$ cat src/rtl/vga_timing_gen.sv
// rtl/vga_timing_gen.sv - raster timing generator: pixel-tick divider, x/y counters, syncs and strobes
module vga_timing_gen #(
    parameter int H_ACTIVE = 640,
    parameter int H_FP     = 16,
    parameter int H_SYNC   = 96,
    parameter int H_BP     = 48,
    parameter int V_ACTIVE = 480,
    parameter int V_FP     = 10,
    parameter int V_SYNC   = 2,
    parameter int V_BP     = 33,
    parameter int CLK_DIV  = 4,
    parameter int SYNC_POL = 0
) (
    input  logic       clk,
    input  logic       rst,
    output logic [9:0] counter_x,
    output logic [9:0] counter_y,
    output logic       hsync,
    output logic       vsync,
    output logic       video_on,
    output logic       pixel_tick,
    output logic       line_start,
    output logic       frame_start
);
    localparam int H_TOTAL      = H_ACTIVE + H_FP + H_SYNC + H_BP;
    localparam int V_TOTAL      = V_ACTIVE + V_FP + V_SYNC + V_BP;
    localparam int H_SYNC_START = H_ACTIVE + H_FP;
    localparam int H_SYNC_END   = H_SYNC_START + H_SYNC;
    localparam int V_SYNC_START = V_ACTIVE + V_FP;
    localparam int V_SYNC_END   = V_SYNC_START + V_SYNC;

    localparam logic [9:0] H_MAX   = 10'(H_TOTAL - 1);
    localparam logic [9:0] V_MAX   = 10'(V_TOTAL - 1);
    localparam logic [3:0] DIV_MAX = 4'(CLK_DIV - 1);
    localparam logic       SYNC_ON = (SYNC_POL != 0);

    logic [3:0] div_cnt;
    logic       advance;
    logic [9:0] nx;
    logic [9:0] ny;
    logic       h_sync_win;
    logic       v_sync_win;
    logic       active_next;

    assign advance = (div_cnt == DIV_MAX);

    always_comb begin
        nx = counter_x + 10'd1;
        ny = counter_y;
        if (counter_x == H_MAX) begin
            nx = 10'd0;
            ny = (counter_y == V_MAX) ? 10'd0 : counter_y + 10'd1;
        end
    end

    // Decode from the next coordinates so syncs/video_on land on the same edge as the counters.
    // 11-bit compares keep window ends of exactly 1024 representable.
    assign h_sync_win  = ({1'b0, nx} >= 11'(H_SYNC_START)) && ({1'b0, nx} < 11'(H_SYNC_END));
    assign v_sync_win  = ({1'b0, ny} >= 11'(V_SYNC_START)) && ({1'b0, ny} < 11'(V_SYNC_END));
    assign active_next = ({1'b0, nx} < 11'(H_ACTIVE)) && ({1'b0, ny} < 11'(V_ACTIVE));

    always_ff @(posedge clk or posedge rst) begin
        if (rst) begin
            div_cnt     <= 4'd0;
            counter_x   <= H_MAX;
            counter_y   <= V_MAX;
            hsync       <= ~SYNC_ON;
            vsync       <= ~SYNC_ON;
            video_on    <= 1'b0;
            pixel_tick  <= 1'b0;
            line_start  <= 1'b0;
            frame_start <= 1'b0;
        end else begin
            pixel_tick  <= 1'b0;
            line_start  <= 1'b0;
            frame_start <= 1'b0;
            div_cnt     <= advance ? 4'd0 : div_cnt + 4'd1;
            if (advance) begin
                counter_x   <= nx;
                counter_y   <= ny;
                hsync       <= h_sync_win ? SYNC_ON : ~SYNC_ON;
                vsync       <= v_sync_win ? SYNC_ON : ~SYNC_ON;
                video_on    <= active_next;
                pixel_tick  <= 1'b1;
                line_start  <= (nx == 10'd0);
                frame_start <= (nx == 10'd0) && (ny == 10'd0);
            end
        end
    end
endmodule

$ cat config.mk
export PLATFORM = sky130hd
export DESIGN_NAME = vga_timing_gen
export DESIGN_NICKNAME = d
export VERILOG_FILES = /design/src/rtl/vga_timing_gen.sv
export SDC_FILE = /design/constraint.sdc
export NUM_CORES = 1
export LEC_CHECK = 0
export CAP_MARGIN = 20
export CORE_UTILIZATION = 48
export DETAILED_ROUTE_END_ITERATION = 16
export PLACE_DENSITY = 0.75
export SYNTH_ARGS = -nofsm -noshare
export SYNTH_HDL_FRONTEND = slang
export SYNTH_SLANG_ARGS = --single-unit
export TNS_END_PERCENT = 30
$ cat constraint.sdc
create_clock -name clk -period 3.1 [get_ports clk]
set_clock_uncertainty 0.15 [all_clocks]
set_input_delay 0.31 -clock clk [delete_from_list [all_inputs] [get_ports clk]]
set_output_delay 0.31 -clock clk [all_outputs]
set_load 0.02 [all_outputs]
==> flow_summary.yaml, run 1 <==
logic_synthesis:
  ys_ff_latch: 30
  ys_top_cells_by_area: "dfrtp_1 (25%), dfstp_2 (17%), nand2_1 (6.3%), xnor2_1 (4.8%), xor2_1 (4.3%)"
  synth_cell_types: 42
  synth_edf_count: 0
  synth_area_per_cell_um2: 8.825
  synthCells: 208
  yosysSeqAreaShare_pct: 41.72
  synthFlopType: "dfrtp_1"
  synth_top_cell_area_share_pct: 24.54
  synth_top_area_cell: "dfrtp_1"
  synth_common_cells: "nand2_1 (31), dfrtp_1 (18), o21ai_0 (15)"
  synth_most_common_cell: "nand2_1"
  syn_area_um2: 1836
  ys_async_sr_fraction_pct: 100.0
  synth_nets: 215
  ys_warn_count: 0
critical_path:
  required_ns: 3.12
  crit_top_cell: "or4_1"
  worstPathCellList: "ha_1, nand4_4, or4_1, nor3_4, xnor2_1, or4_1, a32o_1"
  path_class: "flop to flop"
  max_stage_delay_ns: 0.59
  critPathBufInv: 0
  endpoint_kind: "flop"
  slowest_stage: "dfstp_2"
  critPathTopFamily: "simple AND/OR/NAND/NOR gates"
  arrival_ns: 2.90
  cp-start-kind: "flop"
  ff2ff_setup_slack_ns: 0.22
  cp_max_fo: 8
drt:
  drtAntennaViolNets: 0
  post_drt_wl_per_cell_um: 14.19
  num_vias: 1660
  drt-vias-per-instance: 5.666
  drtPass1Iterations: 4
  drc: 0
  totalWireLength_mm: 4.159
  drt_iter0_drc: 134
place:
  hpwl_mm: 3.047
  pre_cts_ws_ns: 0.2275
  port_buffers: 27
  globalplace.congestion: 0.9338
pwr:
  pwr-share-seq_pct: 53.6
  total_power_uw: 731.8
  p_int_uw: 577.5
  netSwitchingPower_uw: 154.3
  power_density_nw_per_um2: 313.3
  total_leakage_power_uw: 0.0009133
  power_frac_clock_pct: 44.3
  p_sw_share_pct: 21.09
  share_comb_of_total_power_pct: 2.0
  peakVddDrop_v: 0.0002130
timing:
  max_freq_mhz: 347.4
  setup_viol: 0
  slew_headroom_pct: 69.75
  setup_ws_ns: 0.2211
  drv_slew: 0
  hold_viol: 0
  worstMarginPinSlew_ns: 0.4532
  rsz0062_at_grt: "false"
  final.period_utilization_pct: 92.87
  tns_ns: 0
  min_period_ns: 2.879
layout:
  syn_to_final_growth_pct: 27.27
  utilization_pct: 63.81
  fin_nets: 251
  n_antenna_cell: 0
  drive_above_1_share_pct: 16.33
worst_hold_path:
  hold_path.class: "input port to asynchronous set/reset pin"
global_routing:
  grt_pass1_vias: 1492
  grt_max_degree: 27
  grt_overflow: 0
  antenna_found_initial: 0
  grt_pass1_wl_mm: 7.314
  grt_usage_pct: 23.26
die:
  core_um2: 3661
  io_pins: 28
  chipWidth_um: 63.84
  die-area_um2: 4076
  core.rowCount: 22
  die_y_um: 63.84
  start_util_pct: 50.14
cts:
  clk_latency_ns: 0.28
  cts_buffers: 5
  cts-htree-levels: 2
  path_clk_slew_ns: 0.07
  cts_resized: 0
  post_cts_buffers: 0
  clock_path_buffers: 2
  cts_hold_buffers: 0
  root_buffer: "clkbuf_8"
  cts_tree: "done"
  cts_sinks: 30
run:
  max_cap_violations: 0
status:
  status: "complete, no violations"
==> metrics by stage <==
stage,instances,cell area (um2),hold WS [ns]
after floorplan,208,1836,0.2419
after global placement,284,2217,0.3080
after detailed placement,284,2217,0.3161
after CTS,292,2308,0.3248
after global routing,293,2336,0.2208
final,293,2336,0.1879
==> cell families (layout without fill, tap and decap cells) <==
logic type,count (synthesis),in the layout,share of synthesized area [%]
multiplexers,1,1,0.6135
AO/OA/AOI/OAI,39,39,13.29
AND/OR/NAND/NOR,91,91,26.93
XOR/XNOR,19,19,9.066
buffers and inverters,23,60,4.975
adder cells (fa/ha/maj),5,5,3.408
flip-flops,30,30,41.72
==> final timing paths <==
| path | depth (start not counted) | startpoint | end |
|---|---|---|---|
| setup / recovery | 7 | counter_x[0]$_DFFE_PP1P_ | video_on$_DFFE_PP0P_ |
| min in group clk | 1 | div_cnt[0]$_DFF_PP0_ | div_cnt[0]$_DFF_PP0_ |
| max in group asynchronous | 4 | rst | counter_x[9]$_DFFE_PP1P_ |
| setup reg to reg | 7 | counter_x[0]$_DFFE_PP1P_ | video_on$_DFFE_PP0P_ |
| hold / removal | 2 | rst | counter_y[1]$_DFFE_PP0P_ |
| hold reg to reg | 1 | div_cnt[0]$_DFF_PP0_ | div_cnt[0]$_DFF_PP0_ |
==> power by group through the flow <==
stage / Combinational [uW] / Clock [uW] / Sequential [uW]
after floorplan: 5.66 / 0 / 399
after global placement: 11.2 / 0 / 399
after detailed placement: 11.1 / 0 / 399
after CTS: 11.1 / 331 / 392
after global routing: 17.1 / 352 / 392
final: 14.9 / 325 / 392
==> cell usage in the layout (no fill, tap or decap), types with 2 or more instances in the layout <==
cell,n
dfstp_2,12
a21oi_1,6
nor2_1,12
o22ai_1,2
nor4_2,2
nand4_1,8
nor3_1,4
and3_1,3
nor4_1,3
dfrtp_1,18
inv_1,9
ha_1,5
a31oi_1,2
or4_1,4
and4_1,2
nand2_1,31
o31ai_1,4
a311oi_1,2
clkbuf_8,6
clkdlybuf4s50_1,27
xor2_1,9
a21o_1,2
xnor2_1,10
o21a_1,2
buf_4,14
or3_1,2
nand3_1,13
o21ai_0,15
==> per-layer routing <==
metal / global-route usage [%] / vias to the layer above / wire, um
li1: - / 819 / -
met1: 33.75 / 787 / 2070
met2: 34.31 / 48 / 1834
met3: 5.714 / 6 / 215
met4: 6.250 / 0 / 38
met5: 0 / - / 0
==> sequential cells by signal, indices dropped and copies added (netlist names) <==
name,cells
line_start,1
pixel_tick,1
vsync,1
hsync,1
div_cnt,4
counter_y,10
video_on,1
counter_x,10
frame_start,1
==> cell type report <==
type,instances,area (um2)
Fill cell,320,1325
Clock buffer,7,86.33
Sequential cell,30,765.7
Timing Repair Buffer,42,402.9
Inverter,10,37.54
Tap cell,48,60.06
Clock inverter,1,5.005
Multi-Input combinational cell,155,978.4
(Power assumes the default switching activity.)
==> inputs of run 2 (changes only) <==
--- a/config.mk
+++ b/config.mk
@@ -6,9 +6,9 @@
 export NUM_CORES = 1
 export LEC_CHECK = 0
 export CAP_MARGIN = 20
-export CORE_UTILIZATION = 48
+export CORE_UTILIZATION = 54
 export DETAILED_ROUTE_END_ITERATION = 16
-export PLACE_DENSITY = 0.75
+export PLACE_DENSITY = 0.8
 export SYNTH_ARGS = -nofsm -noshare
 export SYNTH_HDL_FRONTEND = slang
 export SYNTH_SLANG_ARGS = --single-unit
==> constraint.sdc (replaced) <==
create_clock -name clk -period 2.8 [get_ports clk]
set_clock_uncertainty 0.15 [all_clocks]
set_input_delay 0.28 -clock clk [delete_from_list [all_inputs] [get_ports clk]]
set_output_delay 0.28 -clock clk [all_outputs]
set_load 0.02 [all_outputs]
==> run 2 against run 1 <==
Net effect: the run now ends with negative setup slack left; clock power grew 45%; cell count shrank 0.34%; first-iteration DRC count shrank 5.2%; critical path type unchanged; critical endpoint unchanged.
==> flow_summary.yaml, run 2 (synthesis results as in run 1) <==
run:
  max_cap_violations: 0
timing:
  min_period_ns: 2.808
  max_freq_mhz: 356.1
  rsz0062_at_grt: "true"
  tns_ns: -0.008225
  slew_headroom_pct: 70.71
  hold_viol: 0
  worstMarginPinSlew_ns: 0.4394
  final.period_utilization_pct: 100.3
  drv_slew: 0
  setup_ws_ns: -0.008225
  setup_viol: 1
critical_path:
  cp_max_fo: 7
  rr_endpoint: "video_on$_DFFE_PP0P_"
  r2r_start: "counter_x[0]$_DFFE_PP1P_"
  cp-start-kind: "flop"
  reg2reg_depth: 7
  arrival_ns: 2.89
  required_ns: 2.89
  ff2ff_setup_slack_ns: -0.008
  path_class: "flop to flop"
  critPathLaunch: "counter_x[0]$_DFFE_PP1P_"
  endpoint_kind: "flop"
layout:
  final_cell_mix: "nand2_1 (31), clkdlybuf4s50_1 (27), dfrtp_1 (18), buf_4 (18), o21ai_0 (15)"
  fillers: 220
  final_common_cell: "nand2_1"
  syn_to_final_growth_pct: 29.99
  multi_input_area_um2: 1011
  largestRegisters: "counter_x (10), counter_y (10), div_cnt (4)"
  n_antenna_cell: 0
  fin_area_um2: 2386
  regArea_um2: 765.7
  drive_above_1_share_pct: 18.95
  utilization_pct: 76.28
  fin_nets: 254
die:
  chipWidth_um: 60.30
  core.rowCount: 20
  io_pins: 28
  core_um2: 3128
  die-area_um2: 3636
  start_util_pct: 58.68
  die_y_um: 60.30
pwr:
  share_comb_of_total_power_pct: 1.1
  total_leakage_power_uw: 0.0009288
  total_power_uw: 915.4
  power_density_nw_per_um2: 383.7
  p_int_uw: 738.7
  power_frac_clock_pct: 51.5
  peakVddDrop_v: 0.0002984
  pwr-share-seq_pct: 47.4
  netSwitchingPower_uw: 176.8
  p_sw_share_pct: 19.31
global_routing:
  grt_pass1_vias: 1581
  antenna_found_initial: 0
  grt_max_degree: 31
  grt_usage_pct: 28.34
  grt_overflow: 0
  grt_pass1_wl_mm: 7.534
drt:
  drt_iter0_drc: 127
  num_vias: 1792
  drt-vias-per-instance: 6.137
  post_drt_wl_per_cell_um: 16.97
  drtPass1Iterations: 5
  drtAntennaViolNets: 0
  drc: 0
  totalWireLength_mm: 4.955
place:
  hpwl_mm: 3.214
  placed_area_um2: 2217
  globalplace.congestion: 0.8643
  pre_cts_ws_ns: 0.02937
  port_buffers: 27
cts:
  cts_sinks: 30
  cts_buffers: 5
  root_buffer: "clkbuf_4"
  cts_hold_buffers: 0
  clk_latency_ns: 0.35
  cts_tree: "done"
  clock_path_buffers: 2
  path_clk_slew_ns: 0.12
  cts-htree-levels: 2
worst_hold_path:
  hold_path.class: "input port to asynchronous set/reset pin"
status:
  violations: "negative setup slack"
  status: "finished with violations"
## run 2: worst max path at each step
stage	cells after the start	endpoint
final	7	video_on$_DFFE_PP0P_
after CTS	7	video_on$_DFFE_PP0P_
after floorplan	7	video_on$_DFFE_PP0P_
after detailed placement	7	video_on$_DFFE_PP0P_
after global routing	7	video_on$_DFFE_PP0P_
after global placement	7	video_on$_DFFE_PP0P_
## run 2: timing repair
item,CTS,global route
buffers inserted,0,6
setup endpoints to repair,0,2
resized for setup,0,2
## run 2: final cells by class
| type | instances | share of cell area, % |
|---|---|---|
| Sequential cell | 30 | 32.09 |
| Timing Repair Buffer | 45 | 16.99 |
| Tap cell | 44 | 2.307 |
| Inverter | 10 | 1.573 |
| Multi-Input combinational cell | 155 | 42.37 |
| Clock inverter | 2 | 2.517 |
| Clock buffer | 6 | 2.150 |
## run 2: power by group through the flow
stage / logic, uW / registers [uW] / clock network, uW
5_1_grt: 12.9 / 434 / 494
3_5_place_dp: 11.3 / 442 / 0
2_1_floorplan: 6.26 / 442 / 0
6_report: 10.4 / 434 / 471
3_3_place_gp: 10.9 / 442 / 0
4_1_cts: 11.4 / 434 / 475
## run 2: worst max-delay path, stage by stage (launching register included)
cell and delay (ns):
dfstp_2 0.63, ha_4 0.20, nand4_4 0.13, or4_4 0.54, nor3_4 0.28, xnor2_2 0.11, or4_1 0.41, a32o_1 0.23
## run 2: stage by stage
stage               hold WS (ns)  cells
detailed placement        0.3222    278
global route              0.2086    292
floorplan                 0.2119    208
CTS                       0.1744    286
global placement          0.3039    278
finish                    0.1562    292
## run 2: routing by layer
layer | track usage, % | wire length (um) | vias up
met5 | 0 | 0 | -
met2 | 43.64 | 2294 | 111
met4 | 10.96 | 110 | 0
li1 | - | - | 820
met1 | 38.50 | 2115 | 841
met3 | 6.710 | 435 | 20
==> inputs of run 3 (changes only) <==
--- a/config.mk
+++ b/config.mk
@@ -6,9 +6,9 @@
 export NUM_CORES = 1
 export LEC_CHECK = 0
 export CAP_MARGIN = 20
-export CORE_UTILIZATION = 54
+export CORE_UTILIZATION = 48
 export DETAILED_ROUTE_END_ITERATION = 16
-export PLACE_DENSITY = 0.8
+export PLACE_DENSITY = 0.75
 export SYNTH_ARGS = -nofsm -noshare
 export SYNTH_HDL_FRONTEND = slang
 export SYNTH_SLANG_ARGS = --single-unit
==> constraint.sdc (replaced) <==
create_clock -name clk -period 2.55 [get_ports clk]
set_clock_uncertainty 0.15 [all_clocks]
set_input_delay 0.255 -clock clk [delete_from_list [all_inputs] [get_ports clk]]
set_output_delay 0.255 -clock clk [all_outputs]
set_load 0.02 [all_outputs]
==> run 3 against run 2 <==
Net effect: count of clock-buffer cells in the layout is 1 lower; first-iteration DRC count is 7.9% lower; the flow now finishes without violations; maximum frequency is 14% higher; critical path type unchanged; die area is 12% higher.
==> flow_summary.yaml, run 3 (synthesis results as in run 1) <==
cts:
  cts_buffers: 5
  clock_path_buffers: 2
  root_buffer: "clkbuf_8"
  cts_tree: "done"
  cts_sinks: 30
  path_clk_slew_ns: 0.07
  clk_latency_ns: 0.29
  cts-htree-levels: 2
critical_path:
  arrival_ns: 2.49
  slowest_stage: "dfstp_2"
  rr_endpoint: "video_on$_DFFE_PP0P_"
  path_depth: 7
  r2r_start: "counter_x[1]$_DFFE_PP1P_"
  worstPathCellList: "ha_4, nand4_4, or4_4, nor3_4, xnor2_2, or4_1, a32o_1"
  required_ns: 2.59
  crit_path_end: "video_on$_DFFE_PP0P_"
  cp_max_fo: 4
  max_stage_delay_ns: 0.56
  cp-start-kind: "flop"
  critPathTopFamily: "simple AND/OR/NAND/NOR gates"
  path_class: "flop to flop"
  ff2ff_setup_slack_ns: 0.1
  endpoint_kind: "flop"
  critPathBufInv: 0
  critPathLaunch: "counter_x[1]$_DFFE_PP1P_"
  reg2reg_depth: 7
drt:
  drt_iter0_drc: 117
  totalWireLength_mm: 4.518
  drtAntennaViolNets: 0
  drc: 0
  drtPass1Iterations: 4
  post_drt_wl_per_cell_um: 14.72
  drt-vias-per-instance: 5.580
  num_vias: 1713
global_routing:
  grt_max_degree: 31
  grt_usage_pct: 25.77
  antenna_found_initial: 0
  grt_overflow: 0
  grt_pass1_wl_mm: 7.976
  grt_pass1_vias: 1692
die:
  die-area_um2: 4076
  core_um2: 3661
  io_pins: 28
  core.rowCount: 22
  chipWidth_um: 63.84
  die_y_um: 63.84
  start_util_pct: 50.14
layout:
  final_common_cell: "nand2_1"
  drive_above_1_share_pct: 22.78
  utilization_pct: 67.77
  regArea_um2: 765.7
  largestRegisters: "counter_x (10), counter_y (10), div_cnt (4)"
  fin_nets: 265
  multi_input_area_um2: 1017
  final_cell_mix: "nand2_1 (31), buf_4 (28), clkdlybuf4s50_1 (27)"
  syn_to_final_growth_pct: 35.17
  n_antenna_cell: 0
  fillers: 308
timing:
  slew_headroom_pct: 72.52
  rsz0062_at_grt: "true"
  final.period_utilization_pct: 96.20
  setup_viol: 0
  hold_viol: 0
  tns_ns: 0
  min_period_ns: 2.453
  drv_slew: 0
  max_freq_mhz: 407.6
  worstMarginPinSlew_ns: 0.4087
run:
  max_cap_violations: 0
pwr:
  peakVddDrop_v: 0.0003415
  total_power_uw: 968.2
  total_leakage_power_uw: 0.0009931
  power_density_nw_per_um2: 390.2
status:
  status: "complete, no violations"
place:
  port_buffers: 27
  hpwl_mm: 3.288
  globalplace.congestion: 0.9519
worst_hold_path:
  hold_path.class: "input port to asynchronous set/reset pin"
==> run 3: cell count changes in the layout (fill, tap and decap cells not counted), moves of 2 or more <==
cell	previous run	this run
buf_4	18	28
clkbuf_4	5	0
clkbuf_8	1	5
clkinv_2	0	2
==> run 3: metal layers <==
layer | part of all wire [%] | track usage (%)
met1 | 48 | 35.84
met4 | 1.9 | 10.23
met2 | 44 | 38.16
met3 | 6.0 | 6.429
met5 | 0 | 0
==> run 3: power breakdown <==
group | switching [uW] | internal, uW
Combinational | 9.22 | 2.45
Clock | 193 | 287
Sequential | 0 | 477
==> run 3: worst min path at each step <==
stage                                     from                  endpoint  slack (ns)  cells after the start
after floorplan                            rst  counter_x[5]$_DFFE_PP0P_        0.19                      1
after global placement    div_cnt[0]$_DFF_PP0_      div_cnt[0]$_DFF_PP0_        0.30                      1
after detailed placement  div_cnt[0]$_DFF_PP0_      div_cnt[0]$_DFF_PP0_        0.31                      1
after CTS                                  rst  counter_y[0]$_DFFE_PP0P_        0.19                      3
after global routing                       rst      pixel_tick$_DFF_PP0_        0.21                      3
final                                      rst  counter_y[0]$_DFFE_PP0P_        0.18                      3
==> run 3: worst reg2reg max path, cell delays in order, from the launching register on <==
cell and delay, ns:
dfstp_2 0.56, ha_4 0.15, nand4_4 0.10, or4_4 0.45
nor3_4 0.18, xnor2_2 0.11, or4_1 0.42, a32o_1 0.23
==> run 3: stage by stage <==
step                setup slack, ns  hold slack, ns  cell area [um2]  instances
detailed placement          0.06244          0.3079             2344        297
floorplan                  -0.09784          0.1869             1871        208
CTS                         0.05329          0.1941             2452        305
global route               -0.04142          0.2138             2481        307
global placement             0.1147          0.3025             2344        297
finish                      0.09679          0.1799             2481        307
==> run 3: what timing repair did <==
item                       4_1_cts  5_1_grt
hold buffers                     0        0
setup endpoints to repair        0        2
gates resized for setup          0        3
buffers inserted                 0        3
==> run 3: layout make-up <==
type / instances / share of cell area, %
repair buffers: 56 / 19.82
flip-flops and latches: 30 / 30.86
clock inverters: 3 / 1.614
well taps: 48 / 2.421
inverters: 10 / 1.513
multi-input cells: 155 / 41.00
clock buffers: 5 / 2.774
